--- config.mk ---
export PLATFORM = sky130hd
export DESIGN_NAME = stage_sequencer
export DESIGN_NICKNAME = d
export VERILOG_FILES = /design/src/rtl/stage_sequencer.sv
export SDC_FILE = /design/constraint.sdc
export NUM_CORES = 1
export LEC_CHECK = 0
export ABC_CLOCK_PERIOD_IN_PS = 2000
export BUFFER_PORTS_ARGS = -buffer_cell sky130_fd_sc_hd__buf_4
export CAP_MARGIN = 20
export CORE_MARGIN = 2
export CORE_UTILIZATION = 40
export DETAILED_ROUTE_END_ITERATION = 10
export PLACE_DENSITY = 0.82
export SLEW_MARGIN = 15
export SYNTH_ARGS = -nofsm -noshare
export SYNTH_HDL_FRONTEND = slang
export SYNTH_SLANG_ARGS = --single-unit
--- constraint.sdc ---
create_clock -name ap_clk -period 2 [get_ports ap_clk]
set_input_delay 0.1 -clock ap_clk [delete_from_list [all_inputs] [get_ports ap_clk]]
set_output_delay 0.1 -clock ap_clk [all_outputs]
set_load 0.1 [all_outputs]
--- src/rtl/stage_sequencer.sv ---
// -----------------------------------------------------------------------------
// stage_sequencer
//
// Purpose
//   Runs up to eight pipelined-loop stages one after another, using
//   ap_start/ap_ready/ap_done style handshakes. A top-level start latches a
//   per-stage bypass mask. Each stage that is not bypassed is started in
//   ascending index order, and the run ends in a DONE state. That state holds
//   ap_done until ap_continue is seen.
//
// Parameters
//   N_STAGES : number of sequenced stages (1..8)
//   CNT_W    : width of each per-stage latency counter
//
// Ports
//   ap_clk       in   clock, rising edge
//   ap_rst       in   synchronous active-high reset
//   ap_start     in   top-level start request (only honoured in IDLE)
//   ap_continue  in   acknowledge of ap_done
//   stg_bypass   in   [N_STAGES]  skip mask, sampled when a run is accepted
//   stg_start    out  [N_STAGES]  per-stage ap_start (at most one bit high)
//   stg_ready    in   [N_STAGES]  per-stage ap_ready
//   stg_done     in   [N_STAGES]  per-stage ap_done
//   ap_done      out  run complete, held until ap_continue
//   ap_ready     out  one-cycle pulse when a run is accepted
//   ap_idle      out  sequencer is in IDLE
//   cur_stage    out  [3]  index of the active stage, 0 when not running
//   stg_cycles   out  [N_STAGES*CNT_W]  per-stage latency counters
//
// Configuration
//   STAGE_SEQ_PERF_CNT_EN : when defined, stg_cycles[k] counts the active
//   cycles of stage k. A stage is active from its first stg_start cycle
//   through its stg_done cycle. Each counter saturates, is cleared when a
//   run is accepted and holds its value until the next acceptance. When the
//   macro is undefined, stg_cycles is tied to zero and no counter state
//   exists.
// -----------------------------------------------------------------------------
module stage_sequencer #(
  parameter int unsigned N_STAGES = 3,
  parameter int unsigned CNT_W    = 32
) (
  input  logic                       ap_clk,
  input  logic                       ap_rst,
  input  logic                       ap_start,
  input  logic                       ap_continue,
  input  logic [N_STAGES-1:0]        stg_bypass,
  output logic [N_STAGES-1:0]        stg_start,
  input  logic [N_STAGES-1:0]        stg_ready,
  input  logic [N_STAGES-1:0]        stg_done,
  output logic                       ap_done,
  output logic                       ap_ready,
  output logic                       ap_idle,
  output logic [2:0]                 cur_stage,
  output logic [N_STAGES*CNT_W-1:0]  stg_cycles
);

  typedef enum logic [1:0] {StIdle, StRun, StDone} state_e;

  state_e              state_q, state_d;
  logic [2:0]          cur_q, cur_d;
  logic [N_STAGES-1:0] bypass_q, bypass_d;
  logic [N_STAGES-1:0] start_q, start_d;
  // Set once the active stage has accepted; stg_start stays low while
  // waiting for its stg_done.
  logic                acc_q, acc_d;
  logic                ready_q, ready_d;
  logic                done_q, done_d;
  logic                idle_q, idle_d;

  logic [N_STAGES-1:0] cur_oh;
  logic                first_found, next_found;
  logic [2:0]          first_idx, next_idx;
  logic                act_started, act_ready, act_done;

  // One-hot select of the running stage, so only its handshakes are observed.
  always_comb begin
    cur_oh = '0;
    for (int i = 0; i < int'(N_STAGES); i++) begin
      cur_oh[i] = (3'(i) == cur_q);
    end
  end

  assign act_started = |(start_q & cur_oh);
  assign act_ready   = |(stg_ready & cur_oh);
  assign act_done    = |(stg_done & cur_oh);

  // First stage of a new run, taken from the live bypass input because the
  // mask is latched on that same edge.
  always_comb begin
    first_found = 1'b0;
    first_idx   = '0;
    for (int j = int'(N_STAGES) - 1; j >= 0; j--) begin
      if (!stg_bypass[j]) begin
        first_found = 1'b1;
        first_idx   = 3'(j);
      end
    end
  end

  // Lowest stage above the current one that is not bypassed.
  always_comb begin
    next_found = 1'b0;
    next_idx   = '0;
    for (int j = int'(N_STAGES) - 1; j >= 0; j--) begin
      if (!bypass_q[j] && (3'(j) > cur_q)) begin
        next_found = 1'b1;
        next_idx   = 3'(j);
      end
    end
  end

  always_comb begin
    state_d  = state_q;
    cur_d    = cur_q;
    bypass_d = bypass_q;
    start_d  = start_q;
    acc_d    = acc_q;
    ready_d  = 1'b0;

    case (state_q)
      StIdle: begin
        if (ap_start) begin
          bypass_d = stg_bypass;
          ready_d  = 1'b1;
          start_d  = '0;
          acc_d    = 1'b0;
          if (first_found) begin
            state_d = StRun;
            cur_d   = first_idx;
          end else begin
            state_d = StDone;
            cur_d   = '0;
          end
        end
      end

      StRun: begin
        if (!act_started && !acc_q) begin
          // Entry cycle: the stage has not been started yet. Its handshakes
          // cannot refer to this run, so they are ignored.
          start_d = cur_oh;
        end else if (act_done) begin
          // A done that arrives together with ready counts as both.
          start_d = '0;
          acc_d   = 1'b0;
          if (next_found) begin
            cur_d = next_idx;
          end else begin
            state_d = StDone;
            cur_d   = '0;
          end
        end else if (act_ready) begin
          start_d = '0;
          acc_d   = 1'b1;
        end
      end

      StDone: begin
        if (ap_continue) begin
          state_d = StIdle;
        end
      end

      default: begin
        state_d = StIdle;
        cur_d   = '0;
        start_d = '0;
        acc_d   = 1'b0;
      end
    endcase

    done_d = (state_d == StDone);
    idle_d = (state_d == StIdle);
  end

  always_ff @(posedge ap_clk) begin
    if (ap_rst) begin
      state_q  <= StIdle;
      cur_q    <= '0;
      bypass_q <= '0;
      start_q  <= '0;
      acc_q    <= 1'b0;
      ready_q  <= 1'b0;
      done_q   <= 1'b0;
      idle_q   <= 1'b1;
    end else begin
      state_q  <= state_d;
      cur_q    <= cur_d;
      bypass_q <= bypass_d;
      start_q  <= start_d;
      acc_q    <= acc_d;
      ready_q  <= ready_d;
      done_q   <= done_d;
      idle_q   <= idle_d;
    end
  end

  assign stg_start = start_q;
  assign cur_stage = cur_q;
  assign ap_ready  = ready_q;
  assign ap_done   = done_q;
  assign ap_idle   = idle_q;

`ifdef STAGE_SEQ_PERF_CNT_EN
  logic [CNT_W-1:0]    cnt_q [N_STAGES];
  logic [CNT_W-1:0]    cnt_d [N_STAGES];
  logic                run_accept;
  logic [N_STAGES-1:0] stage_active;

  always_comb begin
    run_accept   = (state_q == StIdle) && ap_start;
    stage_active = '0;
    if ((state_q == StRun) && (act_started || acc_q)) begin
      stage_active = cur_oh;
    end
    stg_cycles = '0;
    for (int k = 0; k < int'(N_STAGES); k++) begin
      cnt_d[k] = cnt_q[k];
      if (run_accept) begin
        cnt_d[k] = '0;
      end else if (stage_active[k] && (cnt_q[k] != {CNT_W{1'b1}})) begin
        cnt_d[k] = cnt_q[k] + CNT_W'(1);
      end
      stg_cycles[k*CNT_W +: CNT_W] = cnt_q[k];
    end
  end

  always_ff @(posedge ap_clk) begin
    if (ap_rst) begin
      for (int k = 0; k < int'(N_STAGES); k++) begin
        cnt_q[k] <= '0;
      end
    end else begin
      cnt_q <= cnt_d;
    end
  end
`else
  assign stg_cycles = '0;
`endif

endmodule

==> out/qor.csv <==
metric,value,unit
status,completed,
ys_warn_count,0,
dr_wl_met2,1.099,mm
synth_area_per_cell,7.869,um2
post_cts_buffers,0,
cp_slowest_cell,dfxtp_2,
finalWeightedCongestion,0.9040,
synth.top_cell.area_share,50.00,%
ioPinCount,118,
cap_violations,0,
num_rows,22,
areaGrowthSynthToFinish,-8.843,%
syn_area,1471,um2
fin_crit_sh,83.90,%
fillers,408,
drc,0,
hold_viol,0,
diodes,0,
drt_wl_total,2.309,mm
clk_latency,250,ps
wl_met3,270,um
skew,1.183,ps
die_y,64.65,um
fin_area,1341,um2
drtIter0Drc,28,
setup_violations,0,
period_minus_slack,1678,ps
cts.clk_slew.worst_paths,50,ps
peakVddDrop,0.3977,mV
antenna_found_initial,0,
die_x,64.65,um
avgViaCountPerCell,3.992,
synth_seq_cells,13,
slew_violations,0,
core,3606,um2
leakage,0.6661,nW
start_util,40.80,%
cts_root_buf,clkbuf_8,
grt-ovfl-total,0,
hold_buffers,0,
setup_slack,322.0,ps
hp-class,in2reg,
p_total,1.519,mW
die-area,4180,um2
grt_max_degree,15,
max_stage_delay,490,ps
yosys-top-cells-area,"buf_4, dfxtp_1, a21oi_1, o2bb2ai_1, nand2_1",
path_max_fanout,14,
path_buf_inv,0,
drive_gt1_share,14.08,%
globalRouteTotalUtil,9.912,%
ys_types,35,
m1WireLength,905,um
crit_type,reg2reg,
ys_seq_area_share,17.69,%
pre_cts_slack,330.1,ps
route.vias.total,1014,
grt_pass1_vias,741,
port_buffers,20,
cts_buffers,3,
synth_top_area_cell,buf_4,
place_area,1296,um2
clock_path_buffers,2,
rsz0062_at_grt,no,
cp-end-kind,flop,
drt_first_pass_iters,5,
grt_pass1_wl,3.277,mm
routedWlPerCell,9.091,um
worstPathArrival,1850,ps
cp.required,2170,ps
post-dp-hpwl,1.876,mm
cts_tree,yes,
start_kind,flop,
ctsResizeCount,0,
max_freq,596.0,MHz
maxUsedRoutingLayer,met4,
htree_levels,1,
crit_family,flip-flops,
syn-instance-count,187,
power.density,1133,nW/um2
crit_path_cell_trace,mux2i_1 -> o221ai_1 -> nor4_1 -> o2bb2ai_1,
final_nets,220,
ant_nets,0,
clkSinkCount,13,
## through the flow
stage	std cells	TNS [ps]	hold slack, ps	util, %
finish	254	0	109.2	37.20
global route	254	0	113.7	37.20
CTS	254	0	104.2	37.20
detailed placement	250	0	372.7	35.95
global placement	250	0	370.3	35.95
floorplan	283	-57.66	232.8	-
## power by group
part	total [mW]	switching [mW]	internal [mW]
registers	0.296	0.0218	0.275
logic	0.986	0.920	0.0654
clock network	0.237	0.0962	0.141
total	1.52	1.04	0.481
## kinds of logic (layout without fill, tap and decap cells)
| kind of cell | count (synthesis) | in the layout | share of synthesized area, % |
|---|---|---|---|
| AOI/OAI and AO/OA | 31 | 31 | 16.67 |
| buffers and inverters | 106 | 29 | 52.13 |
| DFF | 13 | 13 | 17.69 |
| muxes | 3 | 3 | 2.126 |
| other | 1 | 97 | 0.2549 |
| and+or+nand+nor | 33 | 33 | 11.14 |
## path summary, 6_finish.rpt
check	startpoint	endpoint	slack, ps	cells past startpoint
min	ap_rst	cur_stage[0]	110	2
max reg2reg	cur_stage[1]	stg_start[2]	320	4
min reg2reg	stg_start[0]	stg_start[0]	480	2
max	cur_stage[1]	stg_start[2]	320	4
## sequential cells by signal (all words and copies together) (netlist names)
| signal | count |
|---|---|
| state_q | 2 |
| cur_stage | 2 |
| bypass_q | 2 |
| stg_start | 3 |
| ap_ready | 1 |
| acc_q | 1 |
| ap_done | 1 |
| ap_idle | 1 |
## Yosys cell counts
library cell / count
nand4b_1: 1
o211ai_1: 1
nand3_1: 1
nor3b_1: 1
nand2b_1: 2
nor2_1: 8
nand2_1: 8
a211oi_1: 1
a31oi_1: 1
nor4_1: 2
o221a_2: 1
o2111ai_1: 1
nor3_1: 4
o32a_1: 1
conb_1: 1
inv_1: 5
mux2_1: 1
a41oi_1: 2
a2bb2oi_2: 1
nor2b_1: 4
o221a_4: 1
buf_4: 98
a21oi_1: 7
mux2i_1: 2
a32oi_1: 1
o21a_1: 1
o2bb2ai_1: 4
o21ai_0: 5
a22oi_2: 1
clkbuf_1: 2
o221ai_1: 1
dfxtp_1: 13
nand4_1: 2
o311ai_0: 1
buf_2: 1
## per-layer routing
metal	global-route usage, %	up-vias
met5	0	-
met3	1.910	3
met4	4.787	0
li1	-	474
met2	16.80	76
met1	12.00	461
## placed cells by master, fill, tap and decap left out, drive strengths merged, types with 2 or more instances in the layout
cell and n:
inv 5, o2bb2ai 4, nor2b 4, o21ai 5, nand4 2, dfxtp 13, conb 97, nor2 8
clkbuf 4, a41oi 2, a21oi 7, o221a 2, nand2 8, nor4 2, mux2i 2, nand2b 2
buf 20, nor3 4
## area by class of cell
cell class | instances | area, um2 | area share, %
Clock buffer | 4 | 45.04 | 3.358
Inverter | 5 | 18.77 | 1.399
Multi-Input combinational cell | 164 | 804.5 | 59.98
Sequential cell | 13 | 262.8 | 19.59
Tap cell | 48 | 60.06 | 4.478
Timing Repair Buffer | 20 | 150.1 | 11.19
Note: power is estimated with default switching activity, not from simulation.
